## config.mk

```make
export PLATFORM = sky130hd
export DESIGN_NAME = wisc_mem_arbiter_flat
export DESIGN_NICKNAME = d
export VERILOG_FILES = /design/src/rtl/wisc_mem_arbiter_if.sv /design/src/rtl/wisc_mem_arbiter.sv /design/src/flat_wrapper.sv
export SDC_FILE = /design/constraint.sdc
export NUM_CORES = 1
export LEC_CHECK = 0
export ABC_CLOCK_PERIOD_IN_PS = 3950
export CAP_MARGIN = 10
export CORE_MARGIN = 2
export CORE_UTILIZATION = 44
export CTS_CLUSTER_SIZE = 16
export DETAILED_ROUTE_END_ITERATION = 12
export PLACE_DENSITY = 0.86
export RECOVER_POWER = 50
export SLEW_MARGIN = 30
export SYNTH_ARGS = -nofsm -noshare
export SYNTH_HDL_FRONTEND = slang
export SYNTH_SLANG_ARGS = --single-unit
```

## constraint.sdc

```tcl
create_clock -name clk -period 3.95 [get_ports clk]
set_input_delay 0.395 -clock clk [delete_from_list [all_inputs] [get_ports clk]]
set_output_delay 0.395 -clock clk [all_outputs]
set_load 0.02 [all_outputs]
```

## src/rtl/wisc_mem_arbiter_if.sv

```systemverilog
// rtl/wisc_mem_arbiter_if.sv - cache-side and memory-side signals of the unified memory arbiter
interface wisc_mem_arbiter_if #(
  parameter int ARCH_WIDTH     = 16,
  parameter int WORDS_PER_LINE = 8
);
  localparam int IDX_W = $clog2(WORDS_PER_LINE);

  logic                  i_req;
  logic [ARCH_WIDTH-1:0] i_addr;
  logic                  i_grant;
  logic                  i_fill_valid;
  logic                  i_done;
  logic                  d_req;
  logic                  d_we;
  logic [ARCH_WIDTH-1:0] d_addr;
  logic [ARCH_WIDTH-1:0] d_wdata;
  logic                  d_grant;
  logic                  d_fill_valid;
  logic                  d_done;
  logic [ARCH_WIDTH-1:0] fill_data;
  logic [IDX_W-1:0]      fill_idx;
  logic                  mem_en;
  logic                  mem_wr;
  logic [ARCH_WIDTH-1:0] mem_addr;
  logic [ARCH_WIDTH-1:0] mem_wdata;
  logic [ARCH_WIDTH-1:0] mem_rdata;
  logic                  mem_rvalid;

  modport slave (
    input  i_req, i_addr, d_req, d_we, d_addr, d_wdata, mem_rdata, mem_rvalid,
    output i_grant, i_fill_valid, i_done, d_grant, d_fill_valid, d_done,
           fill_data, fill_idx, mem_en, mem_wr, mem_addr, mem_wdata
  );

  modport master (
    output i_req, i_addr, d_req, d_we, d_addr, d_wdata, mem_rdata, mem_rvalid,
    input  i_grant, i_fill_valid, i_done, d_grant, d_fill_valid, d_done,
           fill_data, fill_idx, mem_en, mem_wr, mem_addr, mem_wdata
  );
endinterface

```

## src/rtl/wisc_mem_arbiter.sv

```systemverilog
// rtl/wisc_mem_arbiter.sv - shares the unified memory between I-cache and D-cache miss paths
// Line fills issue pipelined reads and stream words back; D stores are single write-through words.
module wisc_mem_arbiter #(
  parameter int ARCH_WIDTH     = 16,
  parameter int WORDS_PER_LINE = 8,
  parameter int MEM_LATENCY    = 4
) (
  input logic              clk,
  input logic              rst,
  wisc_mem_arbiter_if.slave bus
);
  localparam int IDX_W = $clog2(WORDS_PER_LINE);
  localparam logic [IDX_W-1:0] LAST_IDX = IDX_W'(WORDS_PER_LINE - 1);
  localparam logic [ARCH_WIDTH-1:0] LINE_MASK = ~ARCH_WIDTH'(2 * WORDS_PER_LINE - 1);
  localparam logic [ARCH_WIDTH-1:0] WORD_MASK = ~ARCH_WIDTH'(1);

  if (WORDS_PER_LINE < 2 || (WORDS_PER_LINE & (WORDS_PER_LINE - 1)) != 0 || MEM_LATENCY < 1) begin : g_bad_param
    $error("wisc_mem_arbiter: WORDS_PER_LINE must be a power of 2 >= 2 and MEM_LATENCY >= 1");
  end

  typedef enum logic [1:0] {IDLE, ISSUE, DRAIN, WRITE} state_t;

  state_t                state, stateNext;
  logic                  ownerD;
  logic [ARCH_WIDTH-1:0] base;
  logic [ARCH_WIDTH-1:0] wAddr;
  logic [ARCH_WIDTH-1:0] wData;
  logic [IDX_W-1:0]      issueCnt;
  logic [IDX_W-1:0]      retCnt;
  logic [1:0]            starve;
  logic                  grantI, grantD;
  logic                  rvalidLive, lastRet;

  // D wins ties unless it has already beaten a waiting I twice in a row.
  always_comb begin
    grantI = 1'b0;
    grantD = 1'b0;
    if (state == IDLE && !rst) begin
      if (bus.i_req && (!bus.d_req || starve == 2'd2)) grantI = 1'b1;
      else if (bus.d_req)                              grantD = 1'b1;
    end
  end

  assign rvalidLive = (state == ISSUE || state == DRAIN) && bus.mem_rvalid;
  assign lastRet    = rvalidLive && (retCnt == LAST_IDX);

  always_comb begin
    stateNext        = state;
    bus.i_grant      = grantI;
    bus.d_grant      = grantD;
    bus.i_fill_valid = 1'b0;
    bus.d_fill_valid = 1'b0;
    bus.i_done       = 1'b0;
    bus.d_done       = 1'b0;
    bus.fill_data    = '0;
    bus.fill_idx     = '0;
    bus.mem_en       = 1'b0;
    bus.mem_wr       = 1'b0;
    bus.mem_addr     = '0;
    bus.mem_wdata    = '0;
    case (state)
      IDLE: begin
        if (grantI)      stateNext = ISSUE;
        else if (grantD) stateNext = bus.d_we ? WRITE : ISSUE;
      end
      ISSUE: begin
        bus.mem_en   = 1'b1;
        bus.mem_addr = base + ARCH_WIDTH'({issueCnt, 1'b0});
        if (issueCnt == LAST_IDX) stateNext = DRAIN;
      end
      DRAIN: begin
        if (lastRet) stateNext = IDLE;
      end
      WRITE: begin
        bus.mem_en    = 1'b1;
        bus.mem_wr    = 1'b1;
        bus.mem_addr  = wAddr;
        bus.mem_wdata = wData;
        bus.d_done    = 1'b1;
        stateNext     = IDLE;
      end
      default: stateNext = IDLE;
    endcase
    // Returns overlap the tail of ISSUE when the memory latency is shorter than a line.
    if (rvalidLive) begin
      bus.fill_data = bus.mem_rdata;
      bus.fill_idx  = retCnt;
      if (ownerD) begin
        bus.d_fill_valid = 1'b1;
        bus.d_done       = lastRet;
      end else begin
        bus.i_fill_valid = 1'b1;
        bus.i_done       = lastRet;
      end
    end
  end

  always_ff @(posedge clk) begin
    if (rst) begin
      state    <= IDLE;
      ownerD   <= 1'b0;
      base     <= '0;
      wAddr    <= '0;
      wData    <= '0;
      issueCnt <= '0;
      retCnt   <= '0;
      starve   <= '0;
    end else begin
      state <= stateNext;
      if (grantI || grantD) begin
        ownerD   <= grantD;
        base     <= (grantD ? bus.d_addr : bus.i_addr) & LINE_MASK;
        wAddr    <= bus.d_addr & WORD_MASK;
        wData    <= bus.d_wdata;
        issueCnt <= '0;
        retCnt   <= '0;
      end else begin
        if (state == ISSUE) issueCnt <= issueCnt + 1'b1;
        if (rvalidLive)     retCnt   <= retCnt + 1'b1;
      end
      if (grantI)                   starve <= '0;
      else if (grantD && bus.i_req) starve <= starve + 2'd1;
    end
  end
endmodule

```

## src/flat_wrapper.sv

```systemverilog
// flat-port wrapper written by rule: the top's interface ports become plain ports
module wisc_mem_arbiter_flat 
#(
  parameter int ARCH_WIDTH     = 16,
  parameter int WORDS_PER_LINE = 8,
  parameter int MEM_LATENCY    = 4
)
  (clk, rst, bus_i_req, bus_i_addr, bus_d_req, bus_d_we, bus_d_addr, bus_d_wdata, bus_mem_rdata, bus_mem_rvalid, bus_i_grant, bus_i_fill_valid, bus_i_done, bus_d_grant, bus_d_fill_valid, bus_d_done, bus_fill_data, bus_fill_idx, bus_mem_en, bus_mem_wr, bus_mem_addr, bus_mem_wdata);
  wisc_mem_arbiter_if #(.ARCH_WIDTH(ARCH_WIDTH), .WORDS_PER_LINE(WORDS_PER_LINE)) bus_i ();
  input logic clk;
  input logic rst;
  input wire logic [$bits(bus_i.i_req)-1:0] bus_i_req;
  input wire logic [$bits(bus_i.i_addr)-1:0] bus_i_addr;
  input wire logic [$bits(bus_i.d_req)-1:0] bus_d_req;
  input wire logic [$bits(bus_i.d_we)-1:0] bus_d_we;
  input wire logic [$bits(bus_i.d_addr)-1:0] bus_d_addr;
  input wire logic [$bits(bus_i.d_wdata)-1:0] bus_d_wdata;
  input wire logic [$bits(bus_i.mem_rdata)-1:0] bus_mem_rdata;
  input wire logic [$bits(bus_i.mem_rvalid)-1:0] bus_mem_rvalid;
  output wire logic [$bits(bus_i.i_grant)-1:0] bus_i_grant;
  output wire logic [$bits(bus_i.i_fill_valid)-1:0] bus_i_fill_valid;
  output wire logic [$bits(bus_i.i_done)-1:0] bus_i_done;
  output wire logic [$bits(bus_i.d_grant)-1:0] bus_d_grant;
  output wire logic [$bits(bus_i.d_fill_valid)-1:0] bus_d_fill_valid;
  output wire logic [$bits(bus_i.d_done)-1:0] bus_d_done;
  output wire logic [$bits(bus_i.fill_data)-1:0] bus_fill_data;
  output wire logic [$bits(bus_i.fill_idx)-1:0] bus_fill_idx;
  output wire logic [$bits(bus_i.mem_en)-1:0] bus_mem_en;
  output wire logic [$bits(bus_i.mem_wr)-1:0] bus_mem_wr;
  output wire logic [$bits(bus_i.mem_addr)-1:0] bus_mem_addr;
  output wire logic [$bits(bus_i.mem_wdata)-1:0] bus_mem_wdata;
  assign bus_i.i_req = bus_i_req;
  assign bus_i.i_addr = bus_i_addr;
  assign bus_i.d_req = bus_d_req;
  assign bus_i.d_we = bus_d_we;
  assign bus_i.d_addr = bus_d_addr;
  assign bus_i.d_wdata = bus_d_wdata;
  assign bus_i.mem_rdata = bus_mem_rdata;
  assign bus_i.mem_rvalid = bus_mem_rvalid;
  assign bus_i_grant = bus_i.i_grant;
  assign bus_i_fill_valid = bus_i.i_fill_valid;
  assign bus_i_done = bus_i.i_done;
  assign bus_d_grant = bus_i.d_grant;
  assign bus_d_fill_valid = bus_i.d_fill_valid;
  assign bus_d_done = bus_i.d_done;
  assign bus_fill_data = bus_i.fill_data;
  assign bus_fill_idx = bus_i.fill_idx;
  assign bus_mem_en = bus_i.mem_en;
  assign bus_mem_wr = bus_i.mem_wr;
  assign bus_mem_addr = bus_i.mem_addr;
  assign bus_mem_wdata = bus_i.mem_wdata;
  wisc_mem_arbiter #(.ARCH_WIDTH(ARCH_WIDTH), .WORDS_PER_LINE(WORDS_PER_LINE), .MEM_LATENCY(MEM_LATENCY)) u_core (.clk(clk), .rst(rst), .bus(bus_i));
endmodule
```

==> results.yml <==
yosys:
  mean_syn_cell_area_um2: 7.91
  netlist-cell-type-count: 34
  mappedNetlistNets: 413
  synth_area_leaders: "sky130_fd_sc_hd__dfxtp_1 (41%), sky130_fd_sc_hd__nand2_1 (13%), sky130_fd_sc_hd__a21oi_1 (6.5%)"
  synthesis.instances: 333
  synth_warnings: 0
  synthMostInstantiatedCell: "sky130_fd_sc_hd__nand2_1"
  synth_enable_flop_cells: 0
  synth_area_mm2: 0.00263
  yosys_register_bits: 54
  async_reset_ff_share_pct: 0
  synth_top_cell_by_area: "sky130_fd_sc_hd__dfxtp_1"
  synth.yosys.seq_area_share_pct: 41.1
  synth.top_cells.by_count: "sky130_fd_sc_hd__nand2_1 (90), sky130_fd_sc_hd__dfxtp_1 (54), sky130_fd_sc_hd__a21oi_1 (34)"
  synth.top_cell.area_share_pct: 41.1
  ys.flop_type: "sky130_fd_sc_hd__dfxtp_1"
worst_hold_path:
  min_delay_path_depth: 2
  worstHoldStart: "u_core.wData[14]$_SDFFE_PP0P_"
  worstHoldEndpoint: "u_core.wData[14]$_SDFFE_PP0P_"
  hp-class: "reg2reg"
routing:
  routedWlPerCell_um: 13.6
  drt-vias-per-instance: 5.11
  drt_first_pass_iters: 5
  drt_first_iter_violations: 86
  ant_nets: 0
  routed_wirelength_um: 6990
  route.vias.total: 2622
  detail_route.drc_violations: 0
timing:
  slew_headroom_pct: -17.3
  report.final.setup_viol: 0
  totalNegativeSetupSlack_ns: 0
  tightest_slew_ns: 1.76
  final_period_minus_worst_setup_slack_ns: 3.08
  timing_hold_violations_final: 0
  slew_viol_final: 56
  fmax_mhz: 325
  finClkSkew_ns: 0.0108
  fin_ws_ns: 0.870
  finalHoldWorstSlack_ns: 0.454
  rsz0062_at_grt: "no"
  layout_worst_path_cycle_share_pct: 78.0
floorplan:
  effective_utilization_at_floorplan_pct: 45.0
  core_region_area_mm2: 0.00585
  pin_count: 129
  die_extent_in_x_um: 81.4
  die_height_um: 81.4
  placement_rows: 28
  design.die.area_mm2: 0.00662
pwr:
  total_leakage_power_nw: 1.55
  power_frac_clock_pct: 19.5
  comb_power_share_pct: 43.8
  irDropWorstVdd_v: 0.000298
  switching_power_mw: 0.680
  intPower_mw: 1.18
  power.switching_fraction_pct: 36.6
  pwr-share-seq_pct: 36.8
  powerDensity_mw_per_mm2: 473
grt:
  first_global_vias: 2566
  most_utilized_layer_in_the_global_route_result: "met2"
  use_met1_pct: 20.9
  global_route.usage.total_pct: 20.8
  grt_overflow: 0
  global_route_wire_length_before_repair_um: 10800
  grt_antenna_before_repair: 0
  grt_start_max_net_pins: 56
  groute.layer.met3.usage_pct: 4.33
  grt.met2_usage_pct: 41.2
critical_path:
  criticalPathCategory: "reg2out"
  critical_path.startpoint_type: "flop"
  crit-reg2reg-capture: "u_core.base[7]$_SDFFE_PP0P_"
  crit_path_max_fo: 13
  required_ns: 3.56
  cp.arrival_ns: 2.69
  worst_setup_path_end_kind: "primary output"
  critical_path_buf_inv_count: 3
  crit_path_cell_trace: "inv_1 > ha_1 > nor2b_1 > nand3_2 > inv_2 > clkdlybuf4s50_1"
  largest_delay_contributor_family_on_the_critical_path: "buffers and inverters"
  r2r_slack_ns: 0.96
  reg2regPathDepth: 6
  slowest_delay_ns: 0.66
  rr_startpoint: "u_core.state[0]$_SDFFE_PP0P_"
  cpMaxStageDelayCell: "sky130_fd_sc_hd__clkdlybuf4s50_1"
finish:
  fraction_of_final_layout_cells_sized_beyond_drive_strength_1_pct: 3.20
  diodes: 0
  layout.nets: 517
  final-instance-count-excl-fill: 513
  fin_util_pct: 67.1
  layout_stage_area_growth_over_the_synthesis_result_pct: 49.1
cts:
  clkLatencyLatePin_ns: 0.30
  htreeDepth: 2
  cts.sinks: 54
  clk_pin_slew_ns: 0.09
  root_buffer_cell: "sky130_fd_sc_hd__clkbuf_8"
  post-cts-setup-buffers: 0
  tritoncts.num_buffers: 5
  clock_tree.buffer_depth: 2
  number_of_buffers_inserted_by_hold_repair_at_cts: 0
  tritoncts: "yes"
  cts-resized-gates: 0
outcome:
  violations: "capacitance limit, slew limit"
  status: "complete, but fails checks"
place:
  final_weighted_congestion_in_routability_driven_placement: 0.753
  post-dp-hpwl_um: 4850
  pre_cts_ws_ns: 1.16
  dp_cells: 505
  place.port_buffers: 122
run:
  cap_viol_max_count: 1
## worst min-delay path: stages (launching register included)
cell                      delay, ns
sky130_fd_sc_hd__dfxtp_1       0.31
sky130_fd_sc_hd__nand2_1       0.05
sky130_fd_sc_hd__a21oi_1       0.05
## cell families (layout without fill, tap and decap cells)
group,count (synthesis),after routing,synth area share (%)
flops,54,54,41.1
other cells,1,1,0.142
compound gates,68,68,17.7
mux,4,4,1.57
buf+inv,31,136,5.42
xor+xnor,3,3,0.998
simple gates,162,162,28.4
fa+ha+maj,10,10,4.75
## power by group through the flow
stage | registers, mW | logic, mW | clock network (mW)
floorplan | 0.684 | 0.545 | 0
global placement | 0.690 | 0.805 | 0
detailed placement | 0.695 | 0.822 | 0
CTS | 0.683 | 0.828 | 0.370
global route | 0.694 | 0.896 | 0.393
finish | 0.682 | 0.813 | 0.361
## stage by stage
stage | cell area (µm²) | power (mW)
after floorplan | 2630 | 1.23
after global placement | 3830 | 1.50
after detailed placement | 3830 | 1.52
after CTS | 3940 | 1.88
after global routing | 3930 | 1.98
final | 3930 | 1.86
## routing by layer
layer / vias up / share of wire [%]
li1: 1333 / -
met1: 1179 / 40
met2: 99 / 51
met3: 11 / 7.7
met4: 0 / 1.7
met5: - / 0
## final cells by class
cell class / instances / area, µm²
inverters: 4 / 15.0
repair buffers: 124 / 1230
flip-flops and latches: 54 / 1080
clock buffers: 7 / 76.3
fillers: 489 / 1930
multi-input cells: 248 / 1400
clock inverters: 1 / 30.0
well taps: 75 / 93.8
## cells in the final DEF (no fill, tap or decap), types with 5 or more instances in the layout
master,Yosys,final
sky130_fd_sc_hd__a22o_1,15,15
sky130_fd_sc_hd__ha_1,10,10
sky130_fd_sc_hd__clkdlybuf4s50_1,0,118
sky130_fd_sc_hd__clkbuf_8,0,5
sky130_fd_sc_hd__nor2_1,20,20
sky130_fd_sc_hd__a21oi_1,34,34
sky130_fd_sc_hd__nand2_1,90,90
sky130_fd_sc_hd__dfxtp_1,54,54
sky130_fd_sc_hd__a311oi_1,13,13
sky130_fd_sc_hd__and3_1,21,21
sky130_fd_sc_hd__and2_1,17,17
## flip-flops by register name (all words and copies together), names as in the netlist
| signal | flops |
|---|---|
| u_core.wAddr | 15 |
| u_core.ownerD | 1 |
| u_core.wData | 16 |
| u_core.state | 2 |
| u_core.starve | 2 |
| u_core.base | 12 |
| u_core.retCnt | 3 |
| u_core.issueCnt | 3 |
## worst max-delay path by stage
stage / start / endpoint / slack [ns] / depth (start not counted)
2_1_floorplan: u_core.state[0]$_SDFFE_PP0P_ / bus_i_done / 2.06 / 5
3_3_place_gp: bus_mem_rvalid / bus_d_done / 1.19 / 4
3_5_place_dp: bus_mem_rvalid / bus_d_done / 1.16 / 4
4_1_cts: u_core.state[0]$_SDFFE_PP0P_ / bus_d_done / 0.95 / 5
5_1_grt: u_core.state[0]$_SDFFE_PP0P_ / bus_d_grant / 0.61 / 6
6_report: u_core.state[0]$_SDFFE_PP0P_ / bus_d_grant / 0.87 / 6
(Power assumes the default switching activity.)
